<file path="src/rtl/xor_decrypt_receiver.sv">
// Receive end of the XOR cipher serial link: serial key load, framed ciphertext capture,
// on-the-fly decryption to a serial plaintext stream and a parallel per-frame plaintext word.
module xor_decrypt_receiver #(
    parameter int KEY_SIZE = 32,
    parameter int MSG_SIZE = 512
) (
    input  logic                iClk,
    input  logic                iRst,
    input  logic                iEn,
    input  logic                iKey_in,
    input  logic                iLoad_key,
    input  logic                iSerial_in,
    input  logic                iSerial_start,
    input  logic                iSerial_end,
    output logic                oPlain_out,
    output logic                oPlain_valid,
    output logic [MSG_SIZE-1:0] oMessage,
    output logic                oMsg_valid,
    output logic                oKey_valid,
    output logic                oFrame_err
);

    localparam int KIW = (KEY_SIZE > 1) ? $clog2(KEY_SIZE) : 1;
    localparam int KCW = $clog2(KEY_SIZE + 1);
    localparam int BCW = $clog2(MSG_SIZE) + 1;
    localparam logic [BCW-1:0] LAST_BIT  = BCW'(MSG_SIZE - 1);
    localparam logic [KIW-1:0] LAST_KIDX = KIW'(KEY_SIZE - 1);
    localparam logic [KCW-1:0] KEY_FULL  = KCW'(KEY_SIZE);
    localparam bit SINGLE = (MSG_SIZE == 1);

    typedef enum logic {IDLE = 1'b0, RECV = 1'b1} state_t;

    state_t              state_reg, state_next;
    logic [KEY_SIZE-1:0] key_reg;
    logic [KCW-1:0]      key_cnt_reg;
    logic                key_valid_reg;
    logic [KIW-1:0]      key_idx_reg;
    logic [BCW-1:0]      bit_cnt_reg;
    logic [MSG_SIZE-1:0] shift_reg;
    logic [MSG_SIZE-1:0] msg_reg;
    logic                plain_reg;
    logic                plain_valid_reg;
    logic                msg_valid_reg;
    logic                frame_err_reg;

    logic                capture, restart, done, err, leave;
    logic [KIW-1:0]      kidx_cur;
    logic [KIW-1:0]      key_pos;
    logic                plain_bit;
    logic [MSG_SIZE-1:0] shift_next;

    // A restarting bit is always message bit 0, so it takes the first key bit.
    assign kidx_cur   = restart ? '0 : key_idx_reg;
    assign key_pos    = LAST_KIDX - kidx_cur;
    assign plain_bit  = iSerial_in ^ key_reg[key_pos];
    assign shift_next = (shift_reg << 1) | MSG_SIZE'(plain_bit);

    always_ff @(posedge iClk or negedge iRst) begin
        if (!iRst) state_reg <= IDLE;
        else       state_reg <= state_next;
    end

    always_comb begin
        state_next = state_reg;
        case (state_reg)
            IDLE:    if (capture && !SINGLE) state_next = RECV;
            RECV:    if (done || leave)      state_next = IDLE;
            default: state_next = IDLE;
        endcase
    end

    always_comb begin
        capture = 1'b0;
        restart = 1'b0;
        done    = 1'b0;
        err     = 1'b0;
        leave   = 1'b0;
        if (iEn) begin
            case (state_reg)
                IDLE: begin
                    if (iSerial_start) begin
                        if (!key_valid_reg || (iSerial_end && !SINGLE)) begin
                            err = 1'b1;
                        end else begin
                            capture = 1'b1;
                            restart = 1'b1;
                            if (SINGLE) begin
                                done = iSerial_end;
                                err  = !iSerial_end;
                            end
                        end
                    end
                end
                RECV: begin
                    capture = 1'b1;
                    if (iSerial_start) begin
                        restart = 1'b1;
                        err     = 1'b1;
                        leave   = iSerial_end;
                    end else if (iSerial_end) begin
                        if (bit_cnt_reg == LAST_BIT) begin
                            done = 1'b1;
                        end else begin
                            err   = 1'b1;
                            leave = 1'b1;
                        end
                    end else if (bit_cnt_reg == LAST_BIT) begin
                        err   = 1'b1;
                        leave = 1'b1;
                    end
                end
                default: ;
            endcase
        end
    end

    always_ff @(posedge iClk or negedge iRst) begin
        if (!iRst) begin
            key_reg       <= '0;
            key_cnt_reg   <= '0;
            key_valid_reg <= 1'b0;
        end else if (iEn && state_reg == IDLE) begin
            if (!iLoad_key) begin
                key_cnt_reg <= '0;
            end else if (key_cnt_reg != KEY_FULL) begin
                key_reg     <= (key_reg << 1) | KEY_SIZE'(iKey_in);
                key_cnt_reg <= key_cnt_reg + KCW'(1);
                if (key_cnt_reg == '0)                   key_valid_reg <= 1'b0;
                if (key_cnt_reg == KEY_FULL - KCW'(1))   key_valid_reg <= 1'b1;
            end
        end
    end

    always_ff @(posedge iClk or negedge iRst) begin
        if (!iRst) begin
            key_idx_reg     <= '0;
            bit_cnt_reg     <= '0;
            shift_reg       <= '0;
            msg_reg         <= '0;
            plain_reg       <= 1'b0;
            plain_valid_reg <= 1'b0;
            msg_valid_reg   <= 1'b0;
            frame_err_reg   <= 1'b0;
        end else begin
            // Pulses are refreshed every cycle so an iEn gap always reads as idle.
            plain_valid_reg <= capture;
            msg_valid_reg   <= done;
            frame_err_reg   <= err;
            if (capture) begin
                plain_reg   <= plain_bit;
                shift_reg   <= shift_next;
                key_idx_reg <= (kidx_cur == LAST_KIDX) ? '0 : kidx_cur + KIW'(1);
                bit_cnt_reg <= restart ? BCW'(1) : bit_cnt_reg + BCW'(1);
            end
            if (done || leave) bit_cnt_reg <= '0;
            if (done)          msg_reg     <= shift_next;
        end
    end

    assign oPlain_out   = plain_reg;
    assign oPlain_valid = plain_valid_reg;
    assign oMessage     = msg_reg;
    assign oMsg_valid   = msg_valid_reg;
    assign oKey_valid   = key_valid_reg;
    assign oFrame_err   = frame_err_reg;

endmodule

</file>
<file path="config.mk">
export PLATFORM = sky130hd
export DESIGN_NAME = xor_decrypt_receiver
export DESIGN_NICKNAME = d
export VERILOG_FILES = /design/src/rtl/xor_decrypt_receiver.sv
export SDC_FILE = /design/constraint.sdc
export NUM_CORES = 2
export LEC_CHECK = 0
export ABC_AREA = 1
export CAP_MARGIN = 20
export CORE_AREA = 2 2 406 408
export DETAILED_ROUTE_END_ITERATION = 7
export DIE_AREA = 0 0 408 410
export SYNTH_ARGS = -nofsm -noshare
export SYNTH_HDL_FRONTEND = slang
export SYNTH_SLANG_ARGS = --single-unit
</file>
<file path="constraint.sdc">
create_clock -name iClk -period 6.1 [get_ports iClk]
set_input_delay 0.915 -clock iClk [delete_from_list [all_inputs] [get_ports iClk]]
set_output_delay 0.915 -clock iClk [all_outputs]
set_load 0.05 [all_outputs]
</file>
==> qor.yml <==
clock_tree:
  clock_sinks: 1081
  cts_made_buffers: 112
  cts-htree-levels: 3
  cts_tree: "done"
  cts_clk_pin_slew_worst_paths_ns: 0.06
  postCtsSetupRepairBufs: 0
  hold_fix_buffer_count_after_cts: 0
  insertion_delay_of_the_later_clocked_pin_in_the_worst_skew_pair_ns: 0.76
  cts_resized: 0
  cts-root-buf: "sky130_fd_sc_hd__clkbuf_16"
  clock_path_buffers: 3
timing:
  min_period_ns: 3.50
  grt_setup_unrepaired: "no"
  timing_max_transition_violations_final: 0
  fin_crit_sh: 0.574
  setup_viol: 0
  timing.slew.headroom: 0.131
  final.setup.tns_ns: 0
  timing.clock.skew_ns: 0.0423
  hold_violations: 0
  timing_worst_slew_pin_value_ns: 1.30
  max_freq_mhz: 286
routing:
  firstDrtPassIters: 5
  post_drt_wl_per_cell_um: 14.6
  final_antenna_net_count: 0
  routed-via-count: 28500
  via_per_inst: 4.15
  drc: 0
  routed_wirelength_mm: 101
  drt_iter0_drc: 2159
final_layout:
  area_delta_synth_final_pct: 27.9
  max_reg_flops: 512
  final_design_area_no_fill_sq_um: 51700
  fill_cells: 16800
  drive_above_1_share: 0.0507
  fin_nets: 4613
  sequential_standard_cell_area_sq_um: 27100
  multi_input_comb_area_sq_um: 10200
yosys:
  synth-edff-count: 0
  synth.cell_area_sq_um: 40500
  synth_cells: 4170
  synth.top_cells.by_area: "sky130_fd_sc_hd__dfrtp_1 67%, sky130_fd_sc_hd__o21ai_0 13%, sky130_fd_sc_hd__nand2_1 10%, sky130_fd_sc_hd__inv_1 5.2%, sky130_fd_sc_hd__buf_2 1.4%"
  synth.yosys.seq_area_share: 0.669
  postSynthNetCount: 4184
  synth_top_cell_area_share: 0.669
  post_synth_num_cell_types: 32
  ffs_latches_synth: 1081
  ys.warnings.count: 0
  post-synth-top-area-cell: "sky130_fd_sc_hd__dfrtp_1"
  postSynthAreaPerCell_sq_um: 9.70
  ys_dominant_reg_cell: "sky130_fd_sc_hd__dfrtp_1"
  async_flop_share: 1.00
worst_setup_path:
  max_stage_delay_ns: 0.50
  worst-endpoint-required_ns: 6.73
  critical_path.cell_chain: "ha_1 -> inv_1 -> nor2_1 -> nand2_1 -> nor2_1 -> nand2_1 -> nor2_1 -> nand2_1 -> nor2_1 -> ha_1 -> nand3_4 -> buf_12 -> o21ai_0"
  critical_path_class: "reg2reg"
  timing.critical_path.slowest_stage_cell: "sky130_fd_sc_hd__nand3_4"
  crit_path_start_kind: "flop"
  critical-path-top-cell-by-count: "sky130_fd_sc_hd__nor2_1"
  critical_path.max_fanout: 212
  cp_data_arrival_time_ns: 4.13
  setup.worst_path.end_class: "flop"
place:
  buffer_ports.inserted: 524
  place.detailed.hpwl_mm: 65.7
  finalWeightedCongestion: 0.805
  placed_area_sq_um: 47800
pwr:
  power.share.switching: 0.290
  clockPowerShare: 0.364
  p_total_mw: 19.8
  pwr_density_cell_nw_per_um2: 383
  worst_ir_drop_vdd_v: 0.000222
  power.internal_mw: 14.1
  total_switching_power_mw: 5.73
  leakagePower_nw: 23.1
  power_frac_comb: 0.129
  seq_power_share: 0.507
global_routing:
  maximum_number_of_pins_on_one_net_before_global_route_repair: 277
  grt_pass1_vias: 27900
  grt_pass1_wl_mm: 159
  grt_use_total: 0.119
  antenna_found_initial: 3
  globalRoute.totalOverflow: 0
die:
  ioPinCount: 525
  chipHeight_um: 410
  die_area_sq_um: 167000
  placementRows: 149
  die_width_um: 408
  initial_utilization: 0.247
  fp.coreArea_sq_um: 163000
worst_hold_path:
  hold_class: "in2async"
flow_run:
  maxCapViolCount: 0
status:
  run_status: "complete, no violations"
## metal layers
metal,up-vias,routed length (um),track usage
met5,-,0,0
met4,0,2410,0.0397
met3,137,6670,0.0325
met2,652,44200,0.178
met1,13800,47400,0.165
li1,14000,-,-
## cells in the final DEF, fill, tap and decap left out, types with 6 or more instances in the layout
cell and instances:
sky130_fd_sc_hd__nand2_1 1092, sky130_fd_sc_hd__dfrtp_1 1081, sky130_fd_sc_hd__o21ai_0 1047, sky130_fd_sc_hd__inv_1 556
sky130_fd_sc_hd__clkdlybuf4s50_1 523, sky130_fd_sc_hd__clkbuf_16 114, sky130_fd_sc_hd__nand3_1 43, sky130_fd_sc_hd__a21oi_1 31
sky130_fd_sc_hd__nor2_1 29, sky130_fd_sc_hd__clkbuf_8 25, sky130_fd_sc_hd__clkbuf_1 23, sky130_fd_sc_hd__clkinv_2 23
sky130_fd_sc_hd__buf_4 18, sky130_fd_sc_hd__buf_12 13, sky130_fd_sc_hd__bufinv_16 12, sky130_fd_sc_hd__ha_1 6
## area by class of cell
cell class | count | area share
Sequential cell | 1081 | 0.523
Antenna cell | 1 | 0.0000484
Multi-Input combinational cell | 2288 | 0.198
Tap cell | 2189 | 0.0530
Timing Repair Buffer | 555 | 0.109
Clock inverter | 46 | 0.0125
Clock buffer | 162 | 0.0635
Inverter | 561 | 0.0407
## kinds of logic after synthesis
group / Yosys count / synth area share
compound gates: 1093 / 0.136
xor+xnor: 5 / 0.00108
fa+ha+maj: 6 / 0.00186
buf+inv: 801 / 0.0782
flops: 1081 / 0.669
mux: 2 / 0.000557
simple gates: 1182 / 0.114
## final timing paths
kind | from | to | slack [ns] | cells past startpoint
worst max-delay path | bit_cnt_reg[0] | oMessage[299] | 2.60 | 13
worst min-delay path | iRst | shift_reg[438] | 0.18 | 1
worst max register to register | bit_cnt_reg[0] | oMessage[299] | 2.60 | 13
worst min register to register | shift_reg[243] | shift_reg[244] | 0.45 | 2
max in group asynchronous | iRst | shift_reg[319] | 4.37 | 2
min in group iClk | shift_reg[243] | shift_reg[244] | 0.45 | 2
## stage by stage
| stage | hold slack, ns | util | worst slack, ns | instances |
|---|---|---|---|---|
| after floorplan | 0.453 | - | 3.62 | 4170 |
| after global placement | 0.459 | 0.292 | 2.17 | 6674 |
| after detailed placement | 0.465 | 0.292 | 2.17 | 6674 |
| after CTS | 0.165 | 0.316 | 2.70 | 6882 |
| after global routing | 0.206 | 0.316 | 2.33 | 6882 |
| final | 0.184 | 0.316 | 2.60 | 6883 |
## cell usage after synthesis (2+ instances only)
cell type and instances:
sky130_fd_sc_hd__dfrtp_1 1081, sky130_fd_sc_hd__nand2_4 2, sky130_fd_sc_hd__inv_1 556, sky130_fd_sc_hd__buf_2 111, sky130_fd_sc_hd__xor2_1 5, sky130_fd_sc_hd__o22ai_1 5, sky130_fd_sc_hd__or2_2 3, sky130_fd_sc_hd__nand2_1 1092
sky130_fd_sc_hd__o41ai_1 2, sky130_fd_sc_hd__mux2_2 2, sky130_fd_sc_hd__nand3_1 44, sky130_fd_sc_hd__clkbuf_1 124, sky130_fd_sc_hd__ha_1 6, sky130_fd_sc_hd__o21ai_1 2, sky130_fd_sc_hd__a31oi_1 2, sky130_fd_sc_hd__nand2_8 3
sky130_fd_sc_hd__o21ai_0 1047, sky130_fd_sc_hd__inv_2 5, sky130_fd_sc_hd__a21oi_1 31, sky130_fd_sc_hd__buf_1 3, sky130_fd_sc_hd__nand2_2 2, sky130_fd_sc_hd__nor2_4 2, sky130_fd_sc_hd__nor2_1 29, sky130_fd_sc_hd__nor3_1 3
## critical path, delay by kind of cell (launching register included)
kind            cells  cell delay [ns]
fa+ha+maj           2             0.39
flops               1             0.35
compound gates      1             0.46
simple gates        8             1.33
buf+inv             2             0.46
## power groups by stage
stage | clock network [mW] | registers [mW] | logic, mW
after floorplan | 0 | 9.77 | 1.90
after global placement | 0 | 10.1 | 2.50
after detailed placement | 0 | 10.1 | 2.59
after CTS | 7.44 | 10.1 | 2.63
after global routing | 7.72 | 10.3 | 3.10
final | 7.21 | 10.0 | 2.56
Note: power is estimated with default switching activity, not from simulation.
